==> src/rtl/matmul2x2_stream_adapter.sv <==
// rtl/matmul2x2_stream_adapter.sv - streams two 2x2 operand matrices to a multiply pipe and drains the product
module matmul2x2_stream_adapter #(
    parameter int LATENCY = 6
) (
    input  logic         clk,
    input  logic         rst,
    input  logic [31:0]  in_data,
    input  logic         in_vld,
    output logic         in_rdy,
    output logic [127:0] mm_a,
    output logic [127:0] mm_b,
    input  logic [383:0] mm_out,
    output logic [31:0]  out_data,
    output logic         out_vld,
    input  logic         out_rdy,
    output logic         err
);
    localparam logic [1:0] S_LOAD  = 2'd0;
    localparam logic [1:0] S_WAIT  = 2'd1;
    localparam logic [1:0] S_DRAIN = 2'd2;

    localparam int WCW = $clog2(LATENCY + 2);
    localparam logic [WCW-1:0] WAIT_LAST = WCW'(LATENCY);

    logic [1:0]     state_q, state_d;
    logic [2:0]     word_cnt_q, word_cnt_d;
    logic [WCW-1:0] wait_cnt_q, wait_cnt_d;
    logic [127:0]   mm_a_q, mm_a_d;
    logic [127:0]   mm_b_q, mm_b_d;
    logic [127:0]   c_q, c_d;
    logic [1:0]     out_idx_q, out_idx_d;
    logic           err_q, err_d;

    always_comb begin
        state_d    = state_q;
        word_cnt_d = word_cnt_q;
        wait_cnt_d = wait_cnt_q;
        mm_a_d     = mm_a_q;
        mm_b_d     = mm_b_q;
        c_d        = c_q;
        out_idx_d  = out_idx_q;
        err_d      = err_q;
        case (state_q)
            S_LOAD: begin
                if (in_vld) begin
                    // words 0-3 fill A, 4-7 fill B, each row-major
                    if (!word_cnt_q[2]) begin
                        mm_a_d[{word_cnt_q[1:0], 5'd0} +: 32] = in_data;
                    end else begin
                        mm_b_d[{word_cnt_q[1:0], 5'd0} +: 32] = in_data;
                    end
                    word_cnt_d = word_cnt_q + 3'd1;
                    if (word_cnt_q == 3'd7) begin
                        state_d    = S_WAIT;
                        wait_cnt_d = '0;
                    end
                end
            end
            S_WAIT: begin
                // the pipe output register holds our product one edge after it updates
                if (wait_cnt_q == WAIT_LAST) begin
                    c_d       = mm_out[127:0];
                    out_idx_d = 2'd0;
                    state_d   = S_DRAIN;
                    if ((mm_out[383:256] != mm_a_q) || (mm_out[255:128] != mm_b_q)) begin
                        err_d = 1'b1;
                    end
                end else begin
                    wait_cnt_d = wait_cnt_q + 1'b1;
                end
            end
            S_DRAIN: begin
                if (out_rdy) begin
                    out_idx_d = out_idx_q + 2'd1;
                    if (out_idx_q == 2'd3) begin
                        state_d    = S_LOAD;
                        word_cnt_d = 3'd0;
                    end
                end
            end
            default: begin
                state_d = S_LOAD;
            end
        endcase
    end

    always_ff @(posedge clk) begin
        if (rst) begin
            state_q    <= S_LOAD;
            word_cnt_q <= '0;
            wait_cnt_q <= '0;
            mm_a_q     <= '0;
            mm_b_q     <= '0;
            c_q        <= '0;
            out_idx_q  <= '0;
            err_q      <= 1'b0;
        end else begin
            state_q    <= state_d;
            word_cnt_q <= word_cnt_d;
            wait_cnt_q <= wait_cnt_d;
            mm_a_q     <= mm_a_d;
            mm_b_q     <= mm_b_d;
            c_q        <= c_d;
            out_idx_q  <= out_idx_d;
            err_q      <= err_d;
        end
    end

    assign in_rdy   = (state_q == S_LOAD);
    assign out_vld  = (state_q == S_DRAIN);
    assign out_data = c_q[{out_idx_q, 5'd0} +: 32];
    assign mm_a     = mm_a_q;
    assign mm_b     = mm_b_q;
    assign err      = err_q;
endmodule

==> config.mk <==
export PLATFORM = sky130hd
export DESIGN_NAME = matmul2x2_stream_adapter
export DESIGN_NICKNAME = d
export VERILOG_FILES = /design/src/rtl/matmul2x2_stream_adapter.sv
export SDC_FILE = /design/constraint.sdc
export NUM_CORES = 1
export LEC_CHECK = 0
export CORE_AREA = 5 5 270 272
export CTS_BUF_LIST = sky130_fd_sc_hd__clkbuf_8
export DETAILED_ROUTE_END_ITERATION = 10
export DIE_AREA = 0 0 275 277
export PLACE_DENSITY = 0.51
export RECOVER_POWER = 100
export SLEW_MARGIN = 5
export SYNTH_ARGS = -nofsm -noshare
export SYNTH_HDL_FRONTEND = slang
export SYNTH_SLANG_ARGS = --single-unit
==> constraint.sdc <==
create_clock -name clk -period 5.6 [get_ports clk]
set_clock_uncertainty 0.1 [all_clocks]
set_input_delay 1.4 -clock clk [delete_from_list [all_inputs] [get_ports clk]]
set_output_delay 1.4 -clock clk [all_outputs]
set_load 0.02 [all_outputs]
### Yosys cells after proc, flatten, opt, wreduce, memory -nomap -nowiden

Index checks and enable logic that the tools add are counted.

| cells by class | value |
|---|---|
| $add $sub $neg | 4 |
| eq/ne operators | 13 |
| shift-type cells | 3 |
| muxes and demuxes | 19 |
| bitwise operators | 1 |
| reductions and logical operators | 13 |

Operator list:

| kind | number |
|---|---|
| $bwmux W128 | 2 |
| $ne A128 B128 Y1 | 2 |
| $shift A32 B9 Y128 const A | 1 |
| $shiftx A128 B8 Y32 | 1 |
| $shiftx A32 B9 Y128 | 1 |
| $mux W3 | 6 |
| $mux W2 | 7 |
| $pmux W3 S2 | 2 |
| $reduce_and A3 Y1 | 4 |
| $neg A7 Y9 | 1 |
| $reduce_and A4 Y1 | 2 |
| $add A3 B1 Y3 const B | 2 |
| $eq A3 B3 Y1 const B | 2 |
| $ne A2 B1 Y1 const B | 3 |
| $ne A2 B2 Y1 const B | 3 |
| $pmux W2 S3 | 1 |
| $reduce_bool A2 Y1 | 3 |
| $reduce_and A5 Y1 | 1 |
| $eq A2 B2 Y1 const B | 2 |
| $pmux W2 S2 | 1 |
| $add A2 B1 Y2 const B | 1 |
| $eq A2 B1 Y1 const B | 1 |
| $logic_not A2 Y1 | 1 |
| $reduce_and A2 Y1 | 1 |
| other kinds (2) | 2 |

| word-level totals | value |
|---|---|
| register bits after elaboration | 395 |
| bits of input ports | 420 |
| output and inout bits | 291 |
| logic and storage cells | 61 |

### Logic depth before layout (Yosys ltp)

Gate-level depths: netlist of the first run.

| depth | value |
|---|---|
| depth after elaboration | 4 |
| depth in mapped cells | 9 |
| mapped depth without buffers | 7 |

### Worst setup path after synthesis of the first run

Ideal clock, no wire load.

| timing path | value |
|---|---|
| kind | reg-to-output |
| from | reg out_idx_q[0] |
| to | out out_data[0] |
| data arrival time | 1.412 ns |
| data required time | 4.100 ns |
| slack | 2.688 ns |
| stages on the path, launching flop included | 4 |
| buffers on the path | 2 |
| path through | dfxtp_1 > buf_2 > buf_2 > mux4_2 |

| on the way | value |
|---|---|
| longest elaborated chain between the ends | 1 |

RTL lines:

| element | line | source |
|---|---|---|
| start: declaration | 31 | `logic [1:0] out_idx_q, out_idx_d;` |
| start signal: assignment | 104 | `out_idx_q <= out_idx_d;` |
| $shiftx A128 B8 Y32 | 111 | `assign out_data = c_q[{out_idx_q, 5'd0} +: 32];` |
| end: declaration | 13 | `output logic [31:0] out_data,` |

Every way passes these cells.

### Final worst setup path of the first run

| timing path | value |
|---|---|
| from | reg out_idx_q[0] |
| to | out out_data[28] |

Same word-level chain as after synthesis.

==> flow_metrics.env, run 1 <==
export IMPL_io_pins=711
export IMPL_grt_pass1_wl_um=145000
export IMPL_cts_resized=0
export IMPL_hp_start="c_q[88]"
export IMPL_reg2reg_from="wait_cnt_q[0]"
export IMPL_start_util_pct=25.2
export IMPL_placed_area_sq_um=25300
export IMPL_root_buffer="clkbuf_8"
export IMPL_r2r_worst_path_cells=7
export IMPL_tritoncts="built"
export IMPL_insertion_delay_ps=610
export IMPL_die_y_um=277
export IMPL_rows=98
export IMPL_first_iter_violations=1575
export IMPL_outcome="finished with violations"
export IMPL_hold_path_class="flop to flop"
export IMPL_final_cells=3752
export IMPL_violations="capacitance limit, slew limit"
export IMPL_cts_sinks=395
export IMPL_max_freq_mhz=205
export IMPL_setup_ws_ps=721
export IMPL_cp_startpoint="out_idx_q[0]"
export IMPL_max_slew_margin_pct=-102
export IMPL_ir_worst_vdd_mv=0.173
export IMPL_clock_path_buffers=3
export IMPL_maxSlewViolCount=475
export IMPL_numCtsBuffers=76
export IMPL_viasPerCell=4.95
export IMPL_placedCellCount=3601
export IMPL_crit_type="flop to output port"
export IMPL_hold_buffers=0
export IMPL_design_area_sq_um=26900
export IMPL_finalSetupViolCount=0
export IMPL_crit_cells=3
export IMPL_crit_family="buffers and inverters"
export IMPL_drive_gt1_share_pct=6.18
export IMPL_place_ws_ps=999
export IMPL_fin_nets=3158
export IMPL_wl_um=106000
export IMPL_cts_htree_levels=3
export IMPL_drc_errors=0
export IMPL_syn_area_sq_um=17800
export IMPL_hold_viol=0
export IMPL_grt_max_degree=133
export IMPL_slowest_stage="dfxtp_2"
export IMPL_yosysSeqAreaShare_pct=44.5
export IMPL_grt_total_usage_pct=26.5
export IMPL_wl_per_cell_um=28.3
export IMPL_yosysWarningCount=0
export IMPL_drt_pre_antenna_iters=6
export IMPL_path_max_fanout=24
export IMPL_crit_path_end_kind="output port"
export IMPL_worstSetupStartpointType="flop"
export IMPL_syn_avg_cell_area_sq_um=8.39
export IMPL_mostFrequentLayoutCells="455 x nand2_1, 422 x clkdlybuf4s50_1, 393 x dfxtp_1, 326 x a21oi_1, 287 x dlygate4sd3_1"
export IMPL_via_count=18576
export IMPL_worstPathCellList="clkbuf_1 > mux4_2 > dlygate4sd3_1"
export IMPL_hpwl_um=80900
export IMPL_syn_num_nets=2546
export IMPL_fin_crit_sh_pct=87.1
export IMPL_worst_slew_pin_slew_ps=3030
export IMPL_grt_pass1_vias=18550
export IMPL_power_mw=6.62
export IMPL_portBuffers=710
export IMPL_cpPeakStageDelay_ps=900
export IMPL_synth_seq_cells=395
export IMPL_grt_overflow_total=0
export IMPL_layout_min_cycle_time_ps=4880
export IMPL_finish_utilization_pct=38.2
export IMPL_syn_inst=2117
export IMPL_holdPathStages=2
export IMPL_synth_top_area_share_pct=44.5
export IMPL_yosysTopAreaCell="dfxtp_1"
export IMPL_drtAntennaViolNets=0
export IMPL_maxCapViolations=10
export IMPL_dieArea_sq_um=76200
export IMPL_crit_arrival_ps=3380
export IMPL_area_delta_synth_final_pct=51.5
export IMPL_post_cts_buffers=0
export IMPL_core_area_sq_um=70500
export IMPL_required_ps=4100
export IMPL_fin_setup_tns_ps=0
export IMPL_layout_commonest_cell="nand2_1"
export IMPL_die_x_um=275
export IMPL_synth_area_leaders="dfxtp_1 45%, xnor2_1 13%, nand2_1 9.7%"
export IMPL_leakagePower_nw=9.35
export IMPL_gp_congestion=0.896
export IMPL_power_density_nw_per_um2=246
export IMPL_rsz0062_at_grt="false"
export IMPL_ys_types=37
export IMPL_worst_path_buf_inv=2
export IMPL_hold_slack_ps=351
export IMPL_antenna_found_initial=28
export IMPL_cts_clk_slew_worst_paths_ps=60
[where the power goes]
group	switching [mW]	internal, mW
sequential	0.0198	2.83
clock	1.32	1.66
combinational	0.409	0.379
total	1.75	4.87
[worst reg2reg max path, cell delays in order, from the launching register on]
cell	delay, ps
dfxtp_1	380
inv_1	60
ha_1	200
nand2_1	130
or2_1	2170
clkbuf_2	1150
nand2_1	140
a21oi_1	220
[per-layer routing]
layer	up-vias	global-route usage, %	part of all wire [%]
met5	-	0	0.13
met1	8961	29.2	36
met2	955	44.6	48
met4	18	13.4	5.1
li1	8443	-	-
met3	199	9.68	10
[cells in the mapped netlist]
cell type    n
or2_2        1
buf_6        4
mux2i_1      1
and4bb_2     1
buf_1       21
and2b_4      1
nor3_4       1
inv_2        1
nor3_1       1
ha_1         9
and4bb_1     1
nor2b_1      1
clkbuf_1    80
xor2_1       1
and3_1       4
nor2_1      73
nand2b_1     2
a211oi_1     2
buf_2       59
buf_4       26
nand4_1     68
nor2_2       1
a31oi_1      1
a32oi_1      1
and2_1       4
o31ai_1      1
mux4_2      32
xnor2_1    257
dfxtp_1    395
a21oi_1    326
a22oi_1     66
clkbuf_2     1
nand2_1    461
nand3_1    192
inv_1        2
nor4_1      17
nor3b_1      2
[flip-flops by register name, indices dropped and copies added, names as in the netlist]
signal      count
c_q           128
mm_a          128
mm_b          128
wait_cnt_q      3
word_cnt_q      3
out_idx_q       2
state_q         2
err             1
[final cells by class]
cell class                      count  area, sq um
Antenna cell                       17         42.5
Clock buffer                       98         1350
Clock inverter                     36          226
Fill cell                        7219        43600
Inverter                            3         11.3
Multi-Input combinational cell   1528         8950
Sequential cell                   395         7910
Tap cell                          950         1190
Timing Repair Buffer              725         7230
[path summary, 6_finish.rpt]
| path | slack (ps) | endpoint |
|---|---|---|
| hold / removal | 350 | c_q[88] |
| setup reg to reg | 1000 | c_q[49] |
| hold reg to reg | 350 | c_q[88] |
| setup / recovery | 720 | out_data[28] |
[kinds of logic after synthesis]
group	Yosys count	share of synthesized area (%)
flip-flops	395	44.5
AO/OA/AOI/OAI	397	12.2
multiplexers	33	4.12
adder cells (fa/ha/maj)	9	0.634
buffers and inverters	194	5.24
XOR/XNOR	258	12.7
AND/OR/NAND/NOR	831	20.6
Power figures use the tool's default switching activity.
==> run 2: changes to the inputs <==
--- a/config.mk
+++ b/config.mk
@@ -5,11 +5,12 @@
 export SDC_FILE = /design/constraint.sdc
 export NUM_CORES = 1
 export LEC_CHECK = 0
-export CORE_AREA = 5 5 270 272
+export ABC_AREA = 1
+export CORE_AREA = 5 5 274 276
 export CTS_BUF_LIST = sky130_fd_sc_hd__clkbuf_8
 export DETAILED_ROUTE_END_ITERATION = 10
-export DIE_AREA = 0 0 275 277
-export PLACE_DENSITY = 0.51
+export DIE_AREA = 0 0 279 281
+export PLACE_DENSITY = 0.53
 export RECOVER_POWER = 100
 export SLEW_MARGIN = 5
 export SYNTH_ARGS = -nofsm -noshare
==> constraint.sdc (replaced) <==
create_clock -name clk -period 4.6 [get_ports clk]
set_clock_uncertainty 0.1 [all_clocks]
set_input_delay 1.15 -clock clk [delete_from_list [all_inputs] [get_ports clk]]
set_output_delay 1.15 -clock clk [all_outputs]
set_load 0.02 [all_outputs]
==> run 2 against run 1 <==
The run still ends with capacitance limit, slew limit left. Sequential share of layout area down 2.3 points. Power up 25%. Final cell count up 27%. Hold slack better by 32 ps. Via count up 17%. Count of clock-buffer cells in the layout up 5. Critical path type unchanged. Critical path depth up 2.
==> flow_metrics.env, run 2 <==
export IMPL_outcome="finished with violations"
export IMPL_violations="capacitance limit, slew limit"
export IMPL_start_util_pct=27.4
export IMPL_mostFrequentLayoutCells="704 x nand2_1, 679 x nor2_1, 425 x clkdlybuf4s50_1, 394 x dfxtp_1, 357 x inv_1"
export IMPL_r2r_worst_path_cells=8
export IMPL_p_sw_share_pct=27.1
export IMPL_antenna_found_initial=16
export IMPL_cts_htree_levels=3
export IMPL_fin_nets=4184
export IMPL_fin_setup_tns_ps=0
export IMPL_dieArea_sq_um=78400
export IMPL_insertion_delay_ps=650
export IMPL_drive_gt1_share_pct=3.84
export IMPL_gp_congestion=0.887
export IMPL_reg2reg_from="wait_cnt_q[0]"
export IMPL_multiInputGateArea_sq_um=9850
export IMPL_syn_area_sq_um=19800
export IMPL_via_count=21772
export IMPL_drtAntennaViolNets=0
export IMPL_worstSetupStartpointType="flop"
export IMPL_wl_um=98000
export IMPL_busiest_layer="met2"
export IMPL_syn_avg_cell_area_sq_um=6.38
export IMPL_place_ws_ps=1050
export IMPL_path_max_fanout=20
export IMPL_synth_edf_count=0
export IMPL_ys_types=28
export IMPL_ir_worst_vdd_mv=0.195
export IMPL_syn_num_nets=3535
export IMPL_io_pins=711
export IMPL_post_cts_buffers=0
export IMPL_finalSetupViolCount=0
export IMPL_required_ps=3350
export IMPL_layout_min_cycle_time_ps=4130
export IMPL_drt_pre_antenna_iters=5
export IMPL_syn_inst=3106
export IMPL_layout_commonest_cell="nand2_1"
export IMPL_yosysWarningCount=0
export IMPL_drc_errors=0
export IMPL_design_area_sq_um=29200
export IMPL_leakagePower_nw=13.6
export IMPL_max_freq_mhz=242
export IMPL_crit_arrival_ps=2880
export IMPL_ys_flop_type="dfxtp_1"
export IMPL_fill_cells=7782
export IMPL_core_area_sq_um=72300
export IMPL_numCtsBuffers=75
export IMPL_setup_ws_ps=472
export IMPL_synth_commonest_cells="700 x nand2_1, 677 x nor2_1, 395 x dfxtp_1, 340 x inv_1, 320 x o21ai_0"
export IMPL_first_iter_violations=1420
export IMPL_synth_top_area_share_pct=39.9
export IMPL_pwr_share_clk_pct=43.9
export IMPL_area_delta_synth_final_pct=47.2
export IMPL_placed_area_sq_um=27600
export IMPL_grt_overflow_total=0
export IMPL_grt_pass1_vias=20751
export IMPL_root_buffer="clkbuf_8"
export IMPL_met1_usage_pct=29.1
export IMPL_crit_type="flop to output port"
export IMPL_synth_area_leaders="dfxtp_1 40%, nand2_1 13%, nor2_1 13%"
export IMPL_synth_seq_cells=395
export IMPL_fin_crit_sh_pct=89.7
export IMPL_async_flop_share_pct=0
export IMPL_yosysTopAreaCell="dfxtp_1"
export IMPL_worstReg2RegEnd="c_q[37]"
export IMPL_r2r_slack_ps=710
export IMPL_p_seq_share_pct=42.6
export IMPL_power_density_nw_per_um2=283
export IMPL_grt_total_usage_pct=23.6
export IMPL_holdPathStages=2
export IMPL_hold_slack_ps=383
export IMPL_die_y_um=281
export IMPL_min_to="wait_cnt_q[0]"
export IMPL_tritoncts="built"
export IMPL_worst_slew_pin_slew_ps=2590
export IMPL_cts_sinks=395
export IMPL_cts_clk_slew_worst_paths_ps=60
export IMPL_hpwl_um=74800
export IMPL_pwr_share_comb_pct=13.6
export IMPL_yosysSeqAreaShare_pct=39.9
export IMPL_seq_area_sq_um=7910
export IMPL_maxCapViolations=3
export IMPL_grt_pass1_wl_um=140000
export IMPL_hp_start="wait_cnt_q[0]"
export IMPL_hold_viol=0
export IMPL_portBuffers=710
export IMPL_die_x_um=279
export IMPL_clock_path_buffers=3
export IMPL_met2_usage_pct=40.2
export IMPL_grt_max_degree=116
export IMPL_p_int_mw=6.02
export IMPL_viasPerCell=4.56
export IMPL_wl_per_cell_um=20.5
export IMPL_maxSlewViolCount=195
export IMPL_rows=99
export IMPL_rsz0062_at_grt="false"
export IMPL_max_slew_margin_pct=-72.6
export IMPL_yosysMostFrequentCell="nand2_1"
export IMPL_grtUsageMet3_pct=7.52
export IMPL_switchingPower_mw=2.23
export IMPL_hold_path_class="flop to flop"
export IMPL_cts_resized=0
export IMPL_crit_path_end_kind="output port"
export IMPL_hold_buffers=0
## run 2: cell types whose count changed in the layout (fill, tap and decap cells not counted), moves of 32 or more
cell     previous run  this run
nand3_1           192        35
inv_1              23       357
nand2_1           455       704
nand4_1            68         0
o22ai_1             0        32
nor3_1              1        65
nor2_1             72       679
xor2_1              1       106
o21ai_0             0       334
mux4_2             32         0
a22oi_1            66         0
a21oi_1           326       211
xnor2_1           257         0
## run 2: cell type report
| class | count | area share, % |
|---|---|---|
| antenna | 8 | 0.0687 |
| clock buffer | 103 | 4.86 |
| clock inverter | 26 | 0.511 |
| inverter | 350 | 4.54 |
| multi-input combinational | 2198 | 33.8 |
| sequential | 395 | 27.1 |
| tap | 959 | 4.11 |
| timing repair buffer | 735 | 25.0 |
## run 2: power groups by stage
stage               clock [mW]  sequential, mW  combinational (mW)
detailed placement           0            3.59                1.13
CTS                       3.72            3.52                1.14
finish                    3.62            3.51                1.12
global placement             0            3.59                1.13
global route              3.87            3.52                1.21
floorplan                    0            3.62               0.423
## run 2: kinds of logic (layout without fill, tap and decap cells)
| family | count (synthesis) | count (layout) | share of synthesized area (%) |
|---|---|---|---|
| fa+ha+maj | 9 | 9 | 0.568 |
| simple gates | 1488 | 1488 | 29.2 |
| flops | 395 | 395 | 39.9 |
| other cells | 0 | 8 | 0 |
| xor+xnor | 106 | 106 | 4.69 |
| compound gates | 595 | 595 | 15.4 |
| buf+inv | 513 | 1214 | 10.2 |
## run 2: worst max-delay path, cell delays in order, from the launching register on
cell and delay [ps]:
dfxtp_1 310, inv_1 340, clkbuf_2 480, o21ai_0 230, o22ai_1 160, dlygate4sd3_1 700
## run 2: worst max-delay path by stage
| stage | from | endpoint | slack [ps] | cells after the start |
|---|---|---|---|---|
| after floorplan | out_idx_q[0] | out_data[0] | 1950 | 6 |
| after global placement | mm_out[137] | err | 1040 | 14 |
| after detailed placement | mm_out[136] | err | 1050 | 14 |
| after CTS | out_idx_q[1] | out_data[22] | 570 | 5 |
| after global routing | out_idx_q[1] | out_data[18] | 270 | 5 |
| final | out_idx_q[1] | out_data[18] | 470 | 5 |
## run 2: metrics by stage
step / util, % / total power, mW / instances
final: 40.3 / 8.26 / 4774
after detailed placement: 38.2 / 4.73 / 4637
after global routing: 40.3 / 8.60 / 4769
after CTS: 40.4 / 8.38 / 4766
after global placement: 38.2 / 4.72 / 4637
after floorplan: - / 4.04 / 3106
## run 2: metal layers
metal	share of wire (%)	wire length (um)	up-vias
met2	48	46600	762
met3	8.7	8500	145
li1	-	-	10983
met4	2.5	2490	16
met5	0.11	104	-
met1	41	40300	9866
==> run 3: changes to the inputs <==
--- a/config.mk
+++ b/config.mk
@@ -6,11 +6,11 @@
 export NUM_CORES = 1
 export LEC_CHECK = 0
 export ABC_AREA = 1
-export CORE_AREA = 5 5 274 276
+export CORE_AREA = 2 2 279 281
 export CTS_BUF_LIST = sky130_fd_sc_hd__clkbuf_8
 export DETAILED_ROUTE_END_ITERATION = 10
-export DIE_AREA = 0 0 279 281
-export PLACE_DENSITY = 0.53
+export DIE_AREA = 0 0 281 283
+export PLACE_DENSITY = 0.5
 export RECOVER_POWER = 100
 export SLEW_MARGIN = 5
 export SYNTH_ARGS = -nofsm -noshare
==> constraint.sdc (replaced) <==
create_clock -name clk -period 4.3 [get_ports clk]
set_clock_uncertainty 0.1 [all_clocks]
set_input_delay 1.075 -clock clk [delete_from_list [all_inputs] [get_ports clk]]
set_output_delay 1.075 -clock clk [all_outputs]
set_load 0.02 [all_outputs]
==> run 3 against run 2 <==
Sequential share of layout area shrank 0.12 points. Final cell count grew 1.7%. Flip-flop and latch count is the same. Global-route usage grew 0.13 points. The run still ends with capacitance limit, slew limit left. Critical endpoint is now out_data[12]. Hold slack is essentially flat. Critical path depth is the same. Setup slack lost 85 ps. Critical path type unchanged. Clock power grew 7.2%. Design area grew 0.45%.
==> flow_metrics.env, run 3 (synthesis gave the netlist of run 2 again) <==
export IMPL_hpwl_um=73800
export IMPL_cts_resized=0
export IMPL_ir_worst_vdd_mv=0.159
export IMPL_viasPerCell=4.48
export IMPL_leakagePower_nw=13.7
export IMPL_hold_viol=0
export IMPL_drt_pre_antenna_iters=10
export IMPL_start_util_pct=25.8
export IMPL_first_iter_violations=1480
export IMPL_clock_path_buffers=3
export IMPL_maxSlewViolCount=85
export IMPL_layout_min_cycle_time_ps=3910
export IMPL_antenna_found_initial=19
export IMPL_die_y_um=283
export IMPL_slowest_stage="dlygate4sd3_1"
export IMPL_portBuffers=710
export IMPL_grt_pass1_vias=20489
export IMPL_tritoncts="built"
export IMPL_io_pins=711
export IMPL_finalSetupViolCount=0
export IMPL_maxCapViolations=1
export IMPL_crit_family="buffers and inverters"
export IMPL_layout_commonest_cell="nand2_1"
export IMPL_fill_cells=8275
export IMPL_rows=102
export IMPL_rsz0062_at_grt="false"
export IMPL_numCtsBuffers=77
export IMPL_setup_ws_ps=386
export IMPL_max_slew_margin_pct=-78.4
export IMPL_mostFrequentLayoutCells="704 x nand2_1, 679 x nor2_1, 417 x clkdlybuf4s50_1, 394 x dfxtp_1, 359 x inv_1"
export IMPL_worst_slew_pin_slew_ps=2680
export IMPL_grt_pass1_wl_um=139000
export IMPL_via_count=21760
export IMPL_worstPathCellList="inv_1 > buf_4 > o21ai_0 > o22ai_1 > dlygate4sd3_1"
export IMPL_die_x_um=281
export IMPL_multiInputGateArea_sq_um=9850
export IMPL_insertion_delay_ps=640
export IMPL_place_ws_ps=887
export IMPL_wl_um=97900
export IMPL_power_density_nw_per_um2=302
export IMPL_grt_total_usage_pct=23.8
export IMPL_grt_max_degree=86
export IMPL_drtAntennaViolNets=0
export IMPL_crit_arrival_ps=2740
export IMPL_worstSetupStartpointType="flop"
export IMPL_dieArea_sq_um=79500
export IMPL_hold_buffers=0
export IMPL_crit_type="flop to output port"
export IMPL_gp_congestion=0.855
export IMPL_drc_errors=0
export IMPL_path_max_fanout=17
export IMPL_post_cts_buffers=0
export IMPL_worst_path_buf_inv=3
export IMPL_drive_gt1_share_pct=3.99
export IMPL_area_delta_synth_final_pct=47.9
export IMPL_crit_path_end_kind="output port"
export IMPL_cts_sinks=395
export IMPL_seq_area_sq_um=7910
export IMPL_core_area_sq_um=76700
export IMPL_violations="capacitance limit, slew limit"
export IMPL_outcome="finished with violations"
export IMPL_fin_setup_tns_ps=0
export IMPL_grt_overflow_total=0
export IMPL_cts_clk_slew_worst_paths_ps=60
export IMPL_cpPeakStageDelay_ps=720
export IMPL_max_freq_mhz=256
export IMPL_fin_crit_sh_pct=91.0
export IMPL_wl_per_cell_um=20.2
export IMPL_hold_path_class="flop to flop"
export IMPL_fin_nets=4191
export IMPL_cts_htree_levels=3
export IMPL_required_ps=3120
export IMPL_root_buffer="clkbuf_8"
-- run 3: changes by cell type in the layout (fill, tap and decap cells not counted), moves of 2 or more --
| cell | delta |
|---|---|
| buf_12 | +2 |
| buf_4 | +8 |
| clkbuf_1 | -5 |
| clkbuf_8 | -5 |
| clkdlybuf4s50_1 | -8 |
| diode_2 | -3 |
| dlygate4sd3_1 | +8 |
| inv_1 | +2 |
| inv_2 | +2 |
-- run 3: metrics by stage --
stage	power [mW]	cells	instance area (sq um)	hold slack, ps	utilization, %
2_1_floorplan	4.32	3106	19800	353	-
3_3_place_gp	5.06	4723	27800	375	36.3
3_5_place_dp	5.07	4723	27800	378	36.3
4_1_cts	8.99	4849	29400	386	38.3
5_1_grt	9.25	4851	29300	405	38.2
6_report	8.85	4854	29300	383	38.2
-- run 3: tightest hold or removal path: cells and delay by family (launching register included) --
| kind | cells | cell delay, ps |
|---|---|---|
| AOI/OAI and AO/OA | 1 | 50 |
| buffers and inverters | 1 | 70 |
| DFF | 1 | 310 |
-- run 3: layout make-up --
| type | instances | area share, % |
|---|---|---|
| inverter | 350 | 4.50 |
| antenna | 5 | 0.0427 |
| clock inverter | 28 | 0.611 |
| timing repair buffer | 740 | 25.2 |
| clock buffer | 98 | 4.60 |
| tap | 1040 | 4.44 |
| multi-input combinational | 2198 | 33.6 |
| sequential | 395 | 27.0 |
-- run 3: routing by layer --
metal	vias up	share of wire (%)	track usage, %
li1	10985	-	-
met1	9810	41	29.2
met2	792	47	39.4
met3	155	8.4	7.09
met4	18	3.1	7.73
met5	-	0.12	0
-- run 3: path summary, 6_finish.rpt --
kind	start	endpoint	slack [ps]	cells after the start
worst max-delay path	out_idx_q[1]	out_data[12]	390	5
worst min-delay path	mm_b[111]	mm_b[111]	380	2
worst max register to register	state_q[0]	mm_b[66]	950	9
worst min register to register	mm_b[111]	mm_b[111]	380	2
-- run 3: power breakdown --
| group | internal (mW) | switching (mW) | total (mW) |
|---|---|---|---|
| sequential | 3.71 | 0.0522 | 3.76 |
| combinational | 0.561 | 0.647 | 1.21 |
| clock | 2.15 | 1.73 | 3.88 |
